===== src/rtl/calc_pkg.sv =====
// Shared op-codes, FSM states and default widths for the calculator arithmetic stage.
package calc_pkg;

  localparam int OPD_W_DEF = 10;
  localparam int RES_W_DEF = 20;
  localparam int OP_W_DEF  = 3;

  localparam logic [OP_W_DEF-1:0] OP_ADD  = 3'b000;
  localparam logic [OP_W_DEF-1:0] OP_SUB  = 3'b001;
  localparam logic [OP_W_DEF-1:0] OP_MUL  = 3'b010;
  localparam logic [OP_W_DEF-1:0] OP_DIV  = 3'b011;
  localparam logic [OP_W_DEF-1:0] OP_CLR  = 3'b100;
  localparam logic [OP_W_DEF-1:0] OP_EQU  = 3'b101;
  localparam logic [OP_W_DEF-1:0] OP_NONE = 3'b111;

  typedef enum logic [2:0] {
    ST_IDLE,
    ST_HAVE_OP,
    ST_MUL,
    ST_DIV,
    ST_SHOW,
    ST_ERR
  } calc_state_e;

  function automatic logic is_arith(input logic [OP_W_DEF-1:0] code);
    return code[OP_W_DEF-1] == 1'b0;
  endfunction

endpackage


===== src/rtl/calc_iter_muldiv.sv =====
// Iterative unsigned multiply (shift-add, one multiplier bit per cycle) and
// restoring divide (one quotient bit per cycle) sharing one shift register and counter.
module calc_iter_muldiv
  import calc_pkg::*;
#(
  parameter int OPD_W = OPD_W_DEF,
  parameter int RES_W = RES_W_DEF
) (
  input  logic             clk,
  input  logic             rst_n,
  input  logic             start_i,
  input  logic             abort_i,
  input  logic             is_div_i,
  input  logic [RES_W-1:0] a_i,
  input  logic [OPD_W-1:0] b_i,
  output logic             busy_o,
  output logic             done_o,
  output logic [RES_W-1:0] result_o,
  output logic             ovf_o
);

  localparam int SH_W  = RES_W + OPD_W + 1;
  localparam int CNT_W = $clog2(RES_W + 1);

  logic [SH_W-1:0]  sh_q, sh_d;
  logic [RES_W-1:0] ma_q, ma_d;
  logic [CNT_W-1:0] cnt_q, cnt_d;
  logic             busy_q, busy_d, done_q, done_d, div_q, div_d;

  logic [RES_W:0]   mul_sum;
  logic [OPD_W:0]   div_shf, div_trl;
  logic             div_ge;

  // Multiply: sh = {partial product, remaining multiplier}; divide: sh = {remainder, dividend/quotient}.
  always_comb begin
    mul_sum = sh_q[SH_W-1:OPD_W] + (sh_q[0] ? {1'b0, ma_q} : '0);
    div_shf = {sh_q[SH_W-2:RES_W], sh_q[RES_W-1]};
    div_trl = div_shf - {1'b0, ma_q[OPD_W-1:0]};
    div_ge  = (div_shf >= {1'b0, ma_q[OPD_W-1:0]});
  end

  always_comb begin
    sh_d   = sh_q;
    ma_d   = ma_q;
    cnt_d  = cnt_q;
    busy_d = busy_q;
    done_d = 1'b0;
    div_d  = div_q;
    if (abort_i) begin
      busy_d = 1'b0;
    end else if (start_i) begin
      busy_d = 1'b1;
      div_d  = is_div_i;
      cnt_d  = is_div_i ? CNT_W'(RES_W) : CNT_W'(OPD_W);
      ma_d   = is_div_i ? {{(RES_W-OPD_W){1'b0}}, b_i} : a_i;
      sh_d   = is_div_i ? {{(OPD_W+1){1'b0}}, a_i} : {{(RES_W+1){1'b0}}, b_i};
    end else if (busy_q) begin
      sh_d  = div_q ? {(div_ge ? div_trl : div_shf), sh_q[RES_W-2:0], div_ge}
                    : {1'b0, mul_sum, sh_q[OPD_W-1:1]};
      cnt_d = cnt_q - CNT_W'(1);
      if (cnt_q == CNT_W'(1)) begin
        busy_d = 1'b0;
        done_d = 1'b1;
      end
    end
  end

  always_ff @(posedge clk or negedge rst_n) begin
    if (!rst_n) begin
      sh_q   <= '0;
      ma_q   <= '0;
      cnt_q  <= '0;
      busy_q <= 1'b0;
      done_q <= 1'b0;
      div_q  <= 1'b0;
    end else begin
      sh_q   <= sh_d;
      ma_q   <= ma_d;
      cnt_q  <= cnt_d;
      busy_q <= busy_d;
      done_q <= done_d;
      div_q  <= div_d;
    end
  end

  assign busy_o   = busy_q;
  assign done_o   = done_q;
  assign result_o = sh_q[RES_W-1:0];
  assign ovf_o    = !div_q && (|sh_q[RES_W+OPD_W-1:RES_W]);

endmodule


===== src/rtl/calc_engine.sv =====
// Calculator arithmetic stage: accumulator FSM with chained equals and display muxing.
// Define CALC_SIGNED_EN for two's-complement operands and accumulator.
//
//  state   | meaning
//  IDLE    | no pending operator
//  HAVE_OP | lhs and operator captured, waiting for equal
//  MUL     | iterative multiply running
//  DIV     | iterative divide running
//  SHOW    | result in acc is displayed; equal repeats the last op
//  ERR     | divide by zero, only clear leaves
module calc_engine
  import calc_pkg::*;
#(
  parameter int OPD_W = OPD_W_DEF,
  parameter int RES_W = RES_W_DEF,
  parameter int OP_W  = OP_W_DEF
) (
  input  logic             clk,
  input  logic             rst_n,
  input  logic             op_valid,
  input  logic [OP_W-1:0]  op_code,
  input  logic [OPD_W-1:0] operand,
  output logic             busy,
  output logic             clr_entry,
  output logic [RES_W-1:0] disp_value,
  output logic [OP_W-1:0]  disp_sign,
  output logic             show_result,
  output logic             err
);

  calc_state_e      state_q, state_d;
  logic [RES_W-1:0] acc_q, acc_d, lhs_q, lhs_d;
  logic [OP_W-1:0]  pend_q, pend_d, sign_q, sign_d;
  logic             show_q, show_d, err_q, err_d, clr_q, clr_d;

  logic             do_clr, do_equ, arith, locked, accept, div_zero;
  logic [RES_W-1:0] opa, opb, as_res, md_a, md_res, fix_res;
  logic [OPD_W-1:0] md_b;
  logic             as_ovf, md_ovf, fix_ovf, md_start, md_div, md_busy, md_done;

  assign do_clr   = op_valid && (op_code == OP_CLR);
  assign do_equ   = op_valid && (op_code == OP_EQU);
  assign arith    = op_valid && is_arith(op_code);
  assign locked   = state_q inside {ST_MUL, ST_DIV, ST_ERR};
  assign accept   = do_clr || (op_valid && !locked);
  assign div_zero = (operand == '0);
  assign opa      = (state_q == ST_SHOW) ? acc_q : lhs_q;

  assign md_div   = (pend_q == OP_DIV);
  assign md_start = do_equ && (state_q inside {ST_HAVE_OP, ST_SHOW}) &&
                    ((pend_q == OP_MUL) || (md_div && !div_zero));

`ifdef CALC_SIGNED_EN
  localparam logic [RES_W-1:0] MOST_NEG = {1'b1, {(RES_W-1){1'b0}}};
  logic             neg_q;
  logic [RES_W-1:0] sum_s, dif_s;

  // The iterative unit sees magnitudes; the sign is restored when it finishes.
  always_comb begin
    opb     = {{(RES_W-OPD_W){operand[OPD_W-1]}}, operand};
    sum_s   = opa + opb;
    dif_s   = opa - opb;
    as_res  = (pend_q == OP_SUB) ? dif_s : sum_s;
    as_ovf  = (pend_q == OP_SUB)
              ? ((opa[RES_W-1] != opb[RES_W-1]) && (dif_s[RES_W-1] != opa[RES_W-1]))
              : ((opa[RES_W-1] == opb[RES_W-1]) && (sum_s[RES_W-1] != opa[RES_W-1]));
    md_a    = opa[RES_W-1] ? -opa : opa;
    md_b    = operand[OPD_W-1] ? -operand : operand;
    fix_res = neg_q ? -md_res : md_res;
    fix_ovf = md_ovf || (neg_q ? (md_res > MOST_NEG) : md_res[RES_W-1]);
  end

  always_ff @(posedge clk or negedge rst_n) begin
    if (!rst_n)        neg_q <= 1'b0;
    else if (md_start) neg_q <= opa[RES_W-1] ^ operand[OPD_W-1];
  end
`else
  logic [RES_W:0] sum_u, dif_u;

  always_comb begin
    opb     = {{(RES_W-OPD_W){1'b0}}, operand};
    sum_u   = {1'b0, opa} + {1'b0, opb};
    dif_u   = {1'b0, opa} - {1'b0, opb};
    as_res  = (pend_q == OP_SUB) ? dif_u[RES_W-1:0] : sum_u[RES_W-1:0];
    as_ovf  = (pend_q == OP_SUB) ? dif_u[RES_W] : sum_u[RES_W];
    md_a    = opa;
    md_b    = operand;
    fix_res = md_res;
    fix_ovf = md_ovf;
  end
`endif

  calc_iter_muldiv #(.OPD_W(OPD_W), .RES_W(RES_W)) u_muldiv (
    .clk      (clk),
    .rst_n    (rst_n),
    .start_i  (md_start),
    .abort_i  (do_clr),
    .is_div_i (md_div),
    .a_i      (md_a),
    .b_i      (md_b),
    .busy_o   (md_busy),
    .done_o   (md_done),
    .result_o (md_res),
    .ovf_o    (md_ovf)
  );

  always_ff @(posedge clk or negedge rst_n) begin
    if (!rst_n) state_q <= ST_IDLE;
    else        state_q <= state_d;
  end

  always_comb begin
    state_d = state_q;
    case (state_q)
      ST_IDLE: if (arith) state_d = ST_HAVE_OP;
      ST_HAVE_OP, ST_SHOW: begin
        if (arith) begin
          state_d = ST_HAVE_OP;
        end else if (do_equ) begin
          case (pend_q)
            OP_MUL:  state_d = ST_MUL;
            OP_DIV:  state_d = div_zero ? ST_ERR : ST_DIV;
            default: state_d = ST_SHOW;
          endcase
        end
      end
      ST_MUL, ST_DIV: if (md_done) state_d = ST_SHOW;
      ST_ERR: state_d = ST_ERR;
      default: state_d = ST_IDLE;
    endcase
    // Clear beats everything, including a completion in the same cycle.
    if (do_clr) state_d = ST_IDLE;
  end

  always_comb begin
    acc_d  = acc_q;
    lhs_d  = lhs_q;
    pend_d = pend_q;
    show_d = show_q;
    err_d  = err_q;
    clr_d  = 1'b0;
    sign_d = accept ? op_code : sign_q;
    if (do_clr) begin
      acc_d  = '0;
      lhs_d  = '0;
      pend_d = OP_ADD;
      show_d = 1'b0;
      err_d  = 1'b0;
      clr_d  = 1'b1;
    end else begin
      case (state_q)
        ST_IDLE: if (arith) begin
          lhs_d  = opb;
          pend_d = op_code;
          clr_d  = 1'b1;
        end
        ST_HAVE_OP, ST_SHOW: begin
          if (arith) begin
            pend_d = op_code;
            if (state_q == ST_SHOW) begin
              lhs_d  = acc_q;
              show_d = 1'b0;
              clr_d  = 1'b1;
            end
          end else if (do_equ) begin
            if (pend_q == OP_ADD || pend_q == OP_SUB) begin
              acc_d  = as_res;
              show_d = 1'b1;
              err_d  = err_q | as_ovf;
            end else if (md_div && div_zero) begin
              acc_d  = '1;
              show_d = 1'b1;
              err_d  = 1'b1;
            end
          end
        end
        ST_MUL, ST_DIV: if (md_done) begin
          acc_d  = fix_res;
          show_d = 1'b1;
          err_d  = err_q | fix_ovf;
        end
        default: ;
      endcase
    end
  end

  always_ff @(posedge clk or negedge rst_n) begin
    if (!rst_n) begin
      acc_q  <= '0;
      lhs_q  <= '0;
      pend_q <= OP_ADD;
      sign_q <= OP_NONE;
      show_q <= 1'b0;
      err_q  <= 1'b0;
      clr_q  <= 1'b0;
    end else begin
      acc_q  <= acc_d;
      lhs_q  <= lhs_d;
      pend_q <= pend_d;
      sign_q <= sign_d;
      show_q <= show_d;
      err_q  <= err_d;
      clr_q  <= clr_d;
    end
  end

  assign busy        = md_busy;
  assign clr_entry   = clr_q;
  assign disp_value  = show_q ? acc_q : {{(RES_W-OPD_W){1'b0}}, operand};
  assign disp_sign   = sign_q;
  assign show_result = show_q;
  assign err         = err_q;

endmodule


===== config.mk =====
export PLATFORM = sky130hd
export DESIGN_NAME = calc_engine
export DESIGN_NICKNAME = d
export VERILOG_FILES = /design/src/rtl/calc_pkg.sv /design/src/rtl/calc_iter_muldiv.sv /design/src/rtl/calc_engine.sv
export SDC_FILE = /design/constraint.sdc
export NUM_CORES = 1
export LEC_CHECK = 0
export ABC_CLOCK_PERIOD_IN_PS = 3500
export CAP_MARGIN = 20
export CORE_MARGIN = 10
export CORE_UTILIZATION = 56
export DETAILED_ROUTE_END_ITERATION = 10
export PLACE_DENSITY = 0.78
export SLEW_MARGIN = 20
export SYNTH_ARGS = -nofsm -noshare
export SYNTH_HDL_FRONTEND = slang
export SYNTH_SLANG_ARGS = --single-unit

===== constraint.sdc =====
create_clock -name clk -period 3.5 [get_ports clk]
set_input_delay 0.7 -clock clk [delete_from_list [all_inputs] [get_ports clk]]
set_output_delay 0.7 -clock clk [all_outputs]
set_load 0.02 [all_outputs]

Yosys cells after proc, flatten, opt, wreduce, memory -nomap -nowiden
Index checks and enable logic that the tools add are counted.
{ "totals": {"inputBits": 16, "regBits": 111, "word_cells": 143} }
{ "classes": {"bitwise_logic": 4, "eq_ne": 20, "n_addsub": 5, "n_lt_le_gt_ge": 1, "n_mux": 63, "n_reduce_logical": 36} }
{ "op_table": {"columns": ["cell", "count"], "rows": [
  ["20-bit two-way mux", 15],
  ["31-bit two-way mux", 3],
  ["20-bit one-hot mux with 2 select lines", 2],
  ["3-bit two-way mux", 9],
  ["1-bit two-way mux", 25],
  ["20-bit by 10-bit adder with 21-bit output", 1],
  ["21-bit adder", 1],
  ["20-bit by 10-bit subtractor with 21-bit output", 1],
  ["5-bit two-way mux", 3],
  ["3-bit by 2-bit equality test with 1-bit output, second input constant", 4],
  ["3-bit equality test, second input constant", 4],
  ["3-bit != test, second input constant", 4],
  ["4-bit != test, second input constant", 3],
  ["3-bit one-hot mux with 4 select lines", 1],
  ["11-bit by 10-bit greater-or-equal comparator with 1-bit output", 1],
  ["11-bit two-way mux", 1],
  ["11-bit by 10-bit subtractor with 11-bit output", 1],
  ["10-bit zero test", 1],
  ["5-bit AND reduction", 2],
  ["10-bit OR reduction", 1],
  ["1-bit logical AND", 9],
  ["3-bit nonzero test", 3],
  ["2-bit nonzero test", 4],
  ["3-bit by 1-bit equality test with 1-bit output, second input constant", 2],
  ["other kinds (15)", 28]
]} }

Logic depth before layout (Yosys ltp)
Gate-level depths: netlist of run 1.
{ "logic_depth": {"ltp_word": 10, "ltp_mapped": 17, "ltp_nobuf": 13} }

By module
A second synthesis of run 1 with hierarchy kept.
{ "unflattened": {"hier_cells": 1178, "area_unflattened_um2": 9496.6} }
{ "modules_own_cells": {"columns": ["mod", "area_per_inst_um2", "instances", "cells_per_inst", "seq_area_each_um2"], "rows": [
  ["calc_iter_muldiv", 4959.8, 1, 605, 1476.4],
  ["calc_engine", 4536.9, 1, 573, 1305.0]
]} }

Worst setup path after synthesis of run 1
Ideal clock, no wire load.
{ "synth_timing": {"path_type": "reg2reg", "start": "register state_q[1]", "end": "register acc_q[14]", "arrival_time_ns": 3.658, "setup_ns": 0.095, "path_slack_ns": -0.253, "required_time_ns": 3.405, "synth_period_minus_slack_ns": 3.753, "path_stages_with_launch": 17, "path_buffers": 5, "cell_sequence": "dfrtp_1 > buf_6 > or3b_1 > buf_2 > buf_2 > buf_1 > mux2i_1 > inv_1 > ha_1 > clkbuf_1 > a21oi_1 > nor2_1 > or3_4 > nor3_4 > a32oi_1 > and3_1 > o31ai_1"} }
{ "synth_via": {"elab_chain_len": 9} }
{ "synth_lines": {"columns": ["item", "line_no", "rtl"], "rows": [
  ["start, declared", "calc_engine.sv:31", "calc_state_e state_q, state_d;"],
  ["start signal, assigned", "calc_engine.sv:109", "else state_q <= state_d;"],
  ["3-bit equality test", "calc_engine.sv:47, calc_engine.sv:151", null],
  ["20-bit two-way mux", null, null],
  ["20-bit by 10-bit adder with 21-bit output or 20-bit by 10-bit subtractor with 21-bit output (tied branches)", "calc_engine.sv:82, calc_engine.sv:83", null],
  ["20-bit two-way mux", "calc_engine.sv:84", "as_res = (pend_q == OP_SUB) ? dif_u[RES_W-1:0] : sum_u[RES_W-1:0];"],
  ["20-bit two-way mux", "calc_engine.sv:166", "if (pend_q == OP_ADD || pend_q == OP_SUB) begin"],
  ["20-bit two-way mux", "calc_engine.sv:165", "end else if (do_equ) begin"],
  ["20-bit two-way mux", "calc_engine.sv:158", "if (arith) begin"],
  ["20-bit one-hot mux with 2 select lines", "calc_engine.sv:151", "case (state_q)"],
  ["20-bit two-way mux", "calc_engine.sv:143", "if (do_clr) begin"],
  ["end signal, assigned", "calc_engine.sv:189", "acc_q <= '0;"],
  ["end signal, assigned", "calc_engine.sv:197", "acc_q <= acc_d;"],
  ["end, declared", "calc_engine.sv:32", "logic [RES_W-1:0] acc_q, acc_d, lhs_q, lhs_d;"]
]} }
Parallel ways exist; a longest one is shown, timed or not. The select of a mux whose other input is x is not followed.
A chain may end at the register's enable or synchronous reset.

Worst setup path after layout of run 1
{ "layout_timing": {"start": "register state_q[1]", "end": "register acc_q[13]"} }
The elaborated chain is that of the path after synthesis.

==> qor.txt, run 1 <==
Synth top cells by count: 143 x nand2_1, 110 x o21ai_0, 108 x dfrtp_1
top-area cell type share of the netlist area: 30.48%
post-route worst setup slack: 147.6 ps
post-synthesis xor/xnor area fraction: 4.544%
syn avg cell area: 7.989 sq um
Worst Hold Class: input pin to asynchronous set/reset pin
Max VDD drop: 0.0004635 V
M1 WL: 11820 um
met2 WL: 12670 um
full die area: 0.02127 sq mm
adder-cell area share of the yosys netlist: 8.240%
pre-CTS WS: 124.8 ps
fmax: 0.2983 GHz
Cell variety after synth: 74
nature of the critical path endpoint: flip-flop
WL met3: 1538 um
Port Buffers: 42
Die W: 145.8 um
Critical Path AT: 3630 ps
Final period util: 95.78%
initial core utilization: 57.69%
warnings from Yosys: 0
P_leak: 4.512 nW
clk buf depth: 2
Async SR Flop Fraction: 100.0%
Most used DFF post-synth: dfrtp_1
clock latency on the worst-skew pair: 370 ps
Final ANT Viol Nets: 0
mapped cell area: 0.008867 sq mm
root buffer cell: clkbuf_16
MaxCap Viol Count: 0
layout cells sized above 1: 10.13%
gr usage total: 24.69%
Rows: 45
Total Power: 10.17 mW
DP HPWL: 19780 um
final hold slack: 305.2 ps
final net count: 1223
Clock transition at path regs: 90 ps
critical path startpoint category: flip-flop
Max Slew Vio Count: 0
non-filler cells, final: 1366
Setup Skew: 15.92 ps
post-synthesis mux area share: 5.884%
drt via density: 6.269
io pins: 43
initial antenna violation count: 0
Setup-failing EPs final: 0
Ant. Diodes: 0
syn_nets: 1182
first-pass GRT wire length: 43590 um
most common cell in the synthesized netlist: nand2_1
Final GP Congestion: 0.9943
Die H: 145.8 um
Synth Area in Compound Gates: 24.82%
Via Count: 8563
final wirelength: 26760 um
clk sinks: 111
Setup TNS: 0 ps
Synth Instances: 1110
Final Hold Viols: 0
flops & latches, synth: 111
largest family of logic cells by synthesized area: compound AO/OA/AOI/OAI gates
area leader, netlist: dfrtp_1
status: finished clean
EDFF count, synth: 0
Worst EP required: 3780 ps
P&R area growth vs syn: 14.60%
Max Fanout on Critical Path: 12
first-pass iteration count of the detailed router: 5
top routing layer in use: met4
vias in the first global route: 8279
Relative slew margins: 23.94%
Core Box Area: 0.01537 sq mm
drt wl/cell: 19.59 um
top post-synthesis cells by area: dfrtp_1 30%, ha_1 7.3%, o21ai_0 6.2%
Worst-Margin Slew: 1132 ps
post-synthesis sequential area ratio: 31.37%
dpl cells: 1350
CTS tree: done
Crit Path Category: flip-flop to flip-flop
residual DRC count: 0
largest net degree at the start of global routing: 52
Num CTS Buffers: 9
Post-Synth Simple-Gate Area: 19.94%
pwr/cell area: 1001 mW/mm^2
htree depth: 3
gr ovfl total: 0
post-layout min period: 3352 ps
Initial DRC Count: 866
metrics by stage:
stage	util, %	instance area [sq um]
floorplan	-	8905
CTS	65.53	10070
finish	66.11	10160
detailed placement	63.72	9794
global route	66.11	10160
global placement	63.72	9794
per-layer routing:
layer	track usage, %	vias up
li1	-	4059
met3	2.980	52
met1	32.72	4133
met5	0	-
met2	40.15	319
met4	9.505	0
final cells by class:
class	count	area, sq um
inverter	51	191.4
sequential	111	2783
multi-input combinational	880	5741
timing repair buffer	98	905.9
fill	1331	5209
tap	211	264.0
clock buffer	9	225.2
clock inverter	6	52.55
state kept, by name (all words and copies together), names as in the netlist:
signal,flops
clr_entry,1
u_muldiv.done_o,1
pend_q,3
u_muldiv.ma_q,20
u_muldiv.div_q,1
lhs_q,20
u_muldiv.busy_o,1
err,1
state_q,3
acc_q,20
disp_sign,3
show_result,1
u_muldiv.sh_q,31
u_muldiv.cnt_q,5
logic make-up after synthesis:
family | Yosys count
simple gates | 372
compound gates | 355
buf+inv | 119
flops | 111
fa+ha+maj | 56
mux | 51
xor+xnor | 46
what timing repair did:
action	in CTS	in global routing
hold buffers	0	0
setup buffers	0	0
gates resized for setup	0	14
hold endpoints to repair	0	0
endpoints found under the setup margin	0	12
worst max-delay path, cell delays in order (launching register included):
cell and delay, ps:
dfrtp_1 390, or3b_4 440, buf_12 190, mux2i_2 270, inv_1 110, ha_1 240
a2111o_1 450, o211ai_1 340, a21oi_2 130, o211ai_1 280, a21o_1 160, a21oi_1 70
o41ai_2 200
cell usage in the layout (no fill, tap or decap), types with 5 or more instances in the layout:
master | netlist | final
nand2_1 | 143 | 143
o21ai_0 | 110 | 108
dfrtp_1 | 108 | 107
a21oi_1 | 94 | 90
nor2_1 | 81 | 81
ha_1 | 52 | 52
buf_4 | 0 | 52
inv_1 | 50 | 50
clkdlybuf4s50_1 | 0 | 41
mux2i_1 | 44 | 39
and2_1 | 34 | 34
xnor2_1 | 32 | 32
o31ai_1 | 26 | 25
nor3_1 | 23 | 23
o211ai_1 | 23 | 23
nand3_1 | 20 | 19
a21o_1 | 16 | 16
xor2_1 | 14 | 14
a31oi_1 | 11 | 11
o221ai_1 | 12 | 11
nor4_1 | 10 | 10
clkbuf_16 | 0 | 10
nand2b_1 | 8 | 8
o21ai_1 | 6 | 8
nor2b_1 | 8 | 8
or2_2 | 6 | 6
and3_1 | 6 | 6
o21bai_1 | 6 | 6
mux2_2 | 6 | 6
a21oi_2 | 1 | 5
o21a_1 | 5 | 5
o22ai_1 | 5 | 5
power by group:
group	leakage (nW)	internal, mW	switching [mW]	total [mW]
combinational	2.99	2.82	3.80	6.61
clock	0.130	0.492	0.529	1.02
sequential	1.39	1.83	0.710	2.54
total	4.51	5.13	5.04	10.2
worst paths after layout:
path                            cells after the start                 to  slack [ps]               from
worst min register to register                      2  u_muldiv.ma_q[13]         480  u_muldiv.ma_q[13]
max in group asynchronous                           2       disp_sign[0]        2390              rst_n
min in group clk                                    2  u_muldiv.ma_q[13]         480  u_muldiv.ma_q[13]
worst max-delay path                               12          acc_q[13]         150         state_q[1]
worst min-delay path                                1  u_muldiv.sh_q[29]         310              rst_n
worst max register to register                     12          acc_q[13]         150         state_q[1]
(Power assumes the default switching activity.)
==> run 2, diff against run 1 <==
--- a/config.mk
+++ b/config.mk
@@ -5,12 +5,12 @@
 export SDC_FILE = /design/constraint.sdc
 export NUM_CORES = 1
 export LEC_CHECK = 0
-export ABC_CLOCK_PERIOD_IN_PS = 3500
+export ABC_CLOCK_PERIOD_IN_PS = 4300
 export CAP_MARGIN = 20
 export CORE_MARGIN = 10
-export CORE_UTILIZATION = 56
+export CORE_UTILIZATION = 60
 export DETAILED_ROUTE_END_ITERATION = 10
-export PLACE_DENSITY = 0.78
+export PLACE_DENSITY = 0.79
 export SLEW_MARGIN = 20
 export SYNTH_ARGS = -nofsm -noshare
 export SYNTH_HDL_FRONTEND = slang
==> constraint.sdc (replaced) <==
create_clock -name clk -period 4.3 [get_ports clk]
set_input_delay 0.86 -clock clk [delete_from_list [all_inputs] [get_ports clk]]
set_output_delay 0.86 -clock clk [all_outputs]
set_load 0.05 [all_outputs]
==> qor.txt, run 2 (synthesis gave the netlist of run 1 again) <==
Relative slew margins: 27.61% (+3.7 points)
fill count: 1251 (-6.0%)
layout cells sized above 1: 6.649% (-3.5 points)
Worst-Margin Slew: 1078 ps (-54.60 ps)
Setup-failing EPs final: 0 (unchanged)
RSZ-0062 raised after global routing: false
commonest non-fill, non-tap cell in the layout: nand2_1
initial antenna violation count: 0 (unchanged)
reg-to-reg startpoint: state_q[1]
gr usage total: 25.95% (+1.3 points)
Final Hold Viols: 0 (unchanged)
vias in the first global route: 7919 (-4.3%)
DP HPWL: 19000 um (-3.9%)
Setup TNS: 0 ps (unchanged)
clk buf depth: 2 (unchanged)
Min-Delay Endpoint: u_muldiv.ma_q[17]
largest net degree at the start of global routing: 87 (+67%)
Setup Skew: 12.82 ps (-3.107 ps)
Largest register FFs: 31 (unchanged)
first-pass GRT wire length: 42410 um (-2.7%)
Max Fanout on Critical Path: 15 (+3)
final wirelength: 26310 um (-1.7%)
gr ovfl total: 0 (unchanged)
clk sinks: 111 (unchanged)
Num CTS Buffers: 9 (unchanged)
most frequent cells in the layout: 143 x nand2_1, 110 x o21ai_0, 107 x dfrtp_1
drt via density: 6.367 (+1.6%)
post-layout min period: 4009 ps (+656.3 ps)
Core Box Area: 0.01453 sq mm (-5.4%)
Critical Path AT: 4270 ps (+640 ps)
Worst Hold Class: flip-flop to flip-flop
nature of the critical path endpoint: flip-flop
final hold slack: 472.5 ps (+167.3 ps)
final net count: 1195 (-2.3%)
Worst R2R Setup Slack: 290 ps (+140 ps)
post-CTS sizing: 0 (unchanged)
Clock transition at path regs: 80 ps (about the same)
fmax: 0.2495 GHz (-16%)
MaxCap Viol Count: 0 (unchanged)
root buffer cell: clkbuf_16
first-pass iteration count of the detailed router: 5 (unchanged)
CTS tree: done
Initial DRC Count: 782 (-9.7%)
residual DRC count: 0 (unchanged)
min-delay src: u_muldiv.ma_q[17]
full die area: 0.02004 sq mm (-5.8%)
Final GP Congestion: 0.9990 (+0.47%)
Max Slew Vio Count: 0 (unchanged)
Worst EP required: 4570 ps (+790 ps)
Ant. Diodes: 0 (unchanged)
clock latency on the worst-skew pair: 370 ps (about the same)
Max VDD drop: 0.0006866 V (+48%)
R2R cell count: 12 (unchanged)
Hold Path Depth: 2
Via Count: 8353 (-2.5%)
io pins: 43 (unchanged)
htree depth: 3 (unchanged)
P&R area growth vs syn: 10.70%
P_leak: 4.399 nW (-2.5%)
critical path startpoint category: flip-flop
Rows: 44 (-2.2%)
initial core utilization: 61.01% (+3.3 points)
Final ANT Viol Nets: 0 (unchanged)
Crit Path Category: flip-flop to flip-flop
Die W: 141.6 um (-2.9%)
Port Buffers: 42 (unchanged)
status: finished clean
CTS Hold Bufs: 0 (unchanged)
reg2reg end: acc_q[13]
Largest Register: u_muldiv.sh_q
Final period util: 93.23% (-2.6 points)
drt wl/cell: 20.05 um (+2.4%)
Die H: 141.6 um (-2.9%)
Post-CTS Setup Inserts: 0 (unchanged)
pwr/cell area: 858.5 mW/mm^2 (-14%)
## run 2: critical path, stage by stage (launching register included)
cell,delay (ps)
dfrtp_1,520
or3b_1,620
buf_4,380
mux2i_1,370
inv_1,150
ha_1,340
inv_1,120
nand3_1,120
or2_1,250
o31ai_1,450
a21o_1,200
a21oi_1,80
o41ai_2,300
## run 2: cell type report
| type | count | area [sq um] | share of cell area [%] |
|---|---|---|---|
| Inverter | 51 | 191.4 | 1.950 |
| Clock buffer | 11 | 242.7 | 2.473 |
| Clock inverter | 5 | 86.33 | 0.8795 |
| Tap cell | 184 | 230.2 | 2.345 |
| Sequential cell | 111 | 2783 | 28.35 |
| Multi-Input combinational cell | 880 | 5642 | 57.48 |
| Timing Repair Buffer | 70 | 640.6 | 6.526 |
## run 2: worst max path at each step
stage,end,start,cells after the start,slack [ps]
2_1_floorplan,acc_q[14],state_q[1],16,550
5_1_grt,acc_q[13],state_q[1],12,30
6_report,acc_q[13],state_q[1],12,290
3_5_place_dp,acc_q[13],state_q[1],12,410
4_1_cts,acc_q[13],state_q[1],12,370
3_3_place_gp,acc_q[18],state_q[1],12,450
## run 2: per-stage QoR
stage | setup slack, ps | total power, mW | area (sq um) | instances | util, %
6_report | 291.3 | 8.427 | 9816 | 1312 | 67.54
5_1_grt | 25.94 | 9.058 | 9816 | 1312 | 67.54
4_1_cts | 370.2 | 8.372 | 9816 | 1312 | 67.54
3_5_place_dp | 413.8 | 7.380 | 9487 | 1296 | 65.27
3_3_place_gp | 452.1 | 7.292 | 9487 | 1296 | 65.27
2_1_floorplan | 546.5 | 5.917 | 8867 | 1110 | -
## run 2: power breakdown
group | switching, mW | internal (mW) | leakage [nW]
clock | 0.425 | 0.535 | 0.161
sequential | 0.524 | 1.49 | 1.39
combinational | 3.32 | 2.14 | 2.85
total | 4.27 | 4.16 | 4.40
## run 2: per-layer routing
layer,GRT usage (%),wire length (um),vias up
li1,-,-,3995
met1,34.33,11500,3980
met2,42.24,12570,335
met3,4.272,1648,43
met4,8.338,589,0
met5,0,0,-
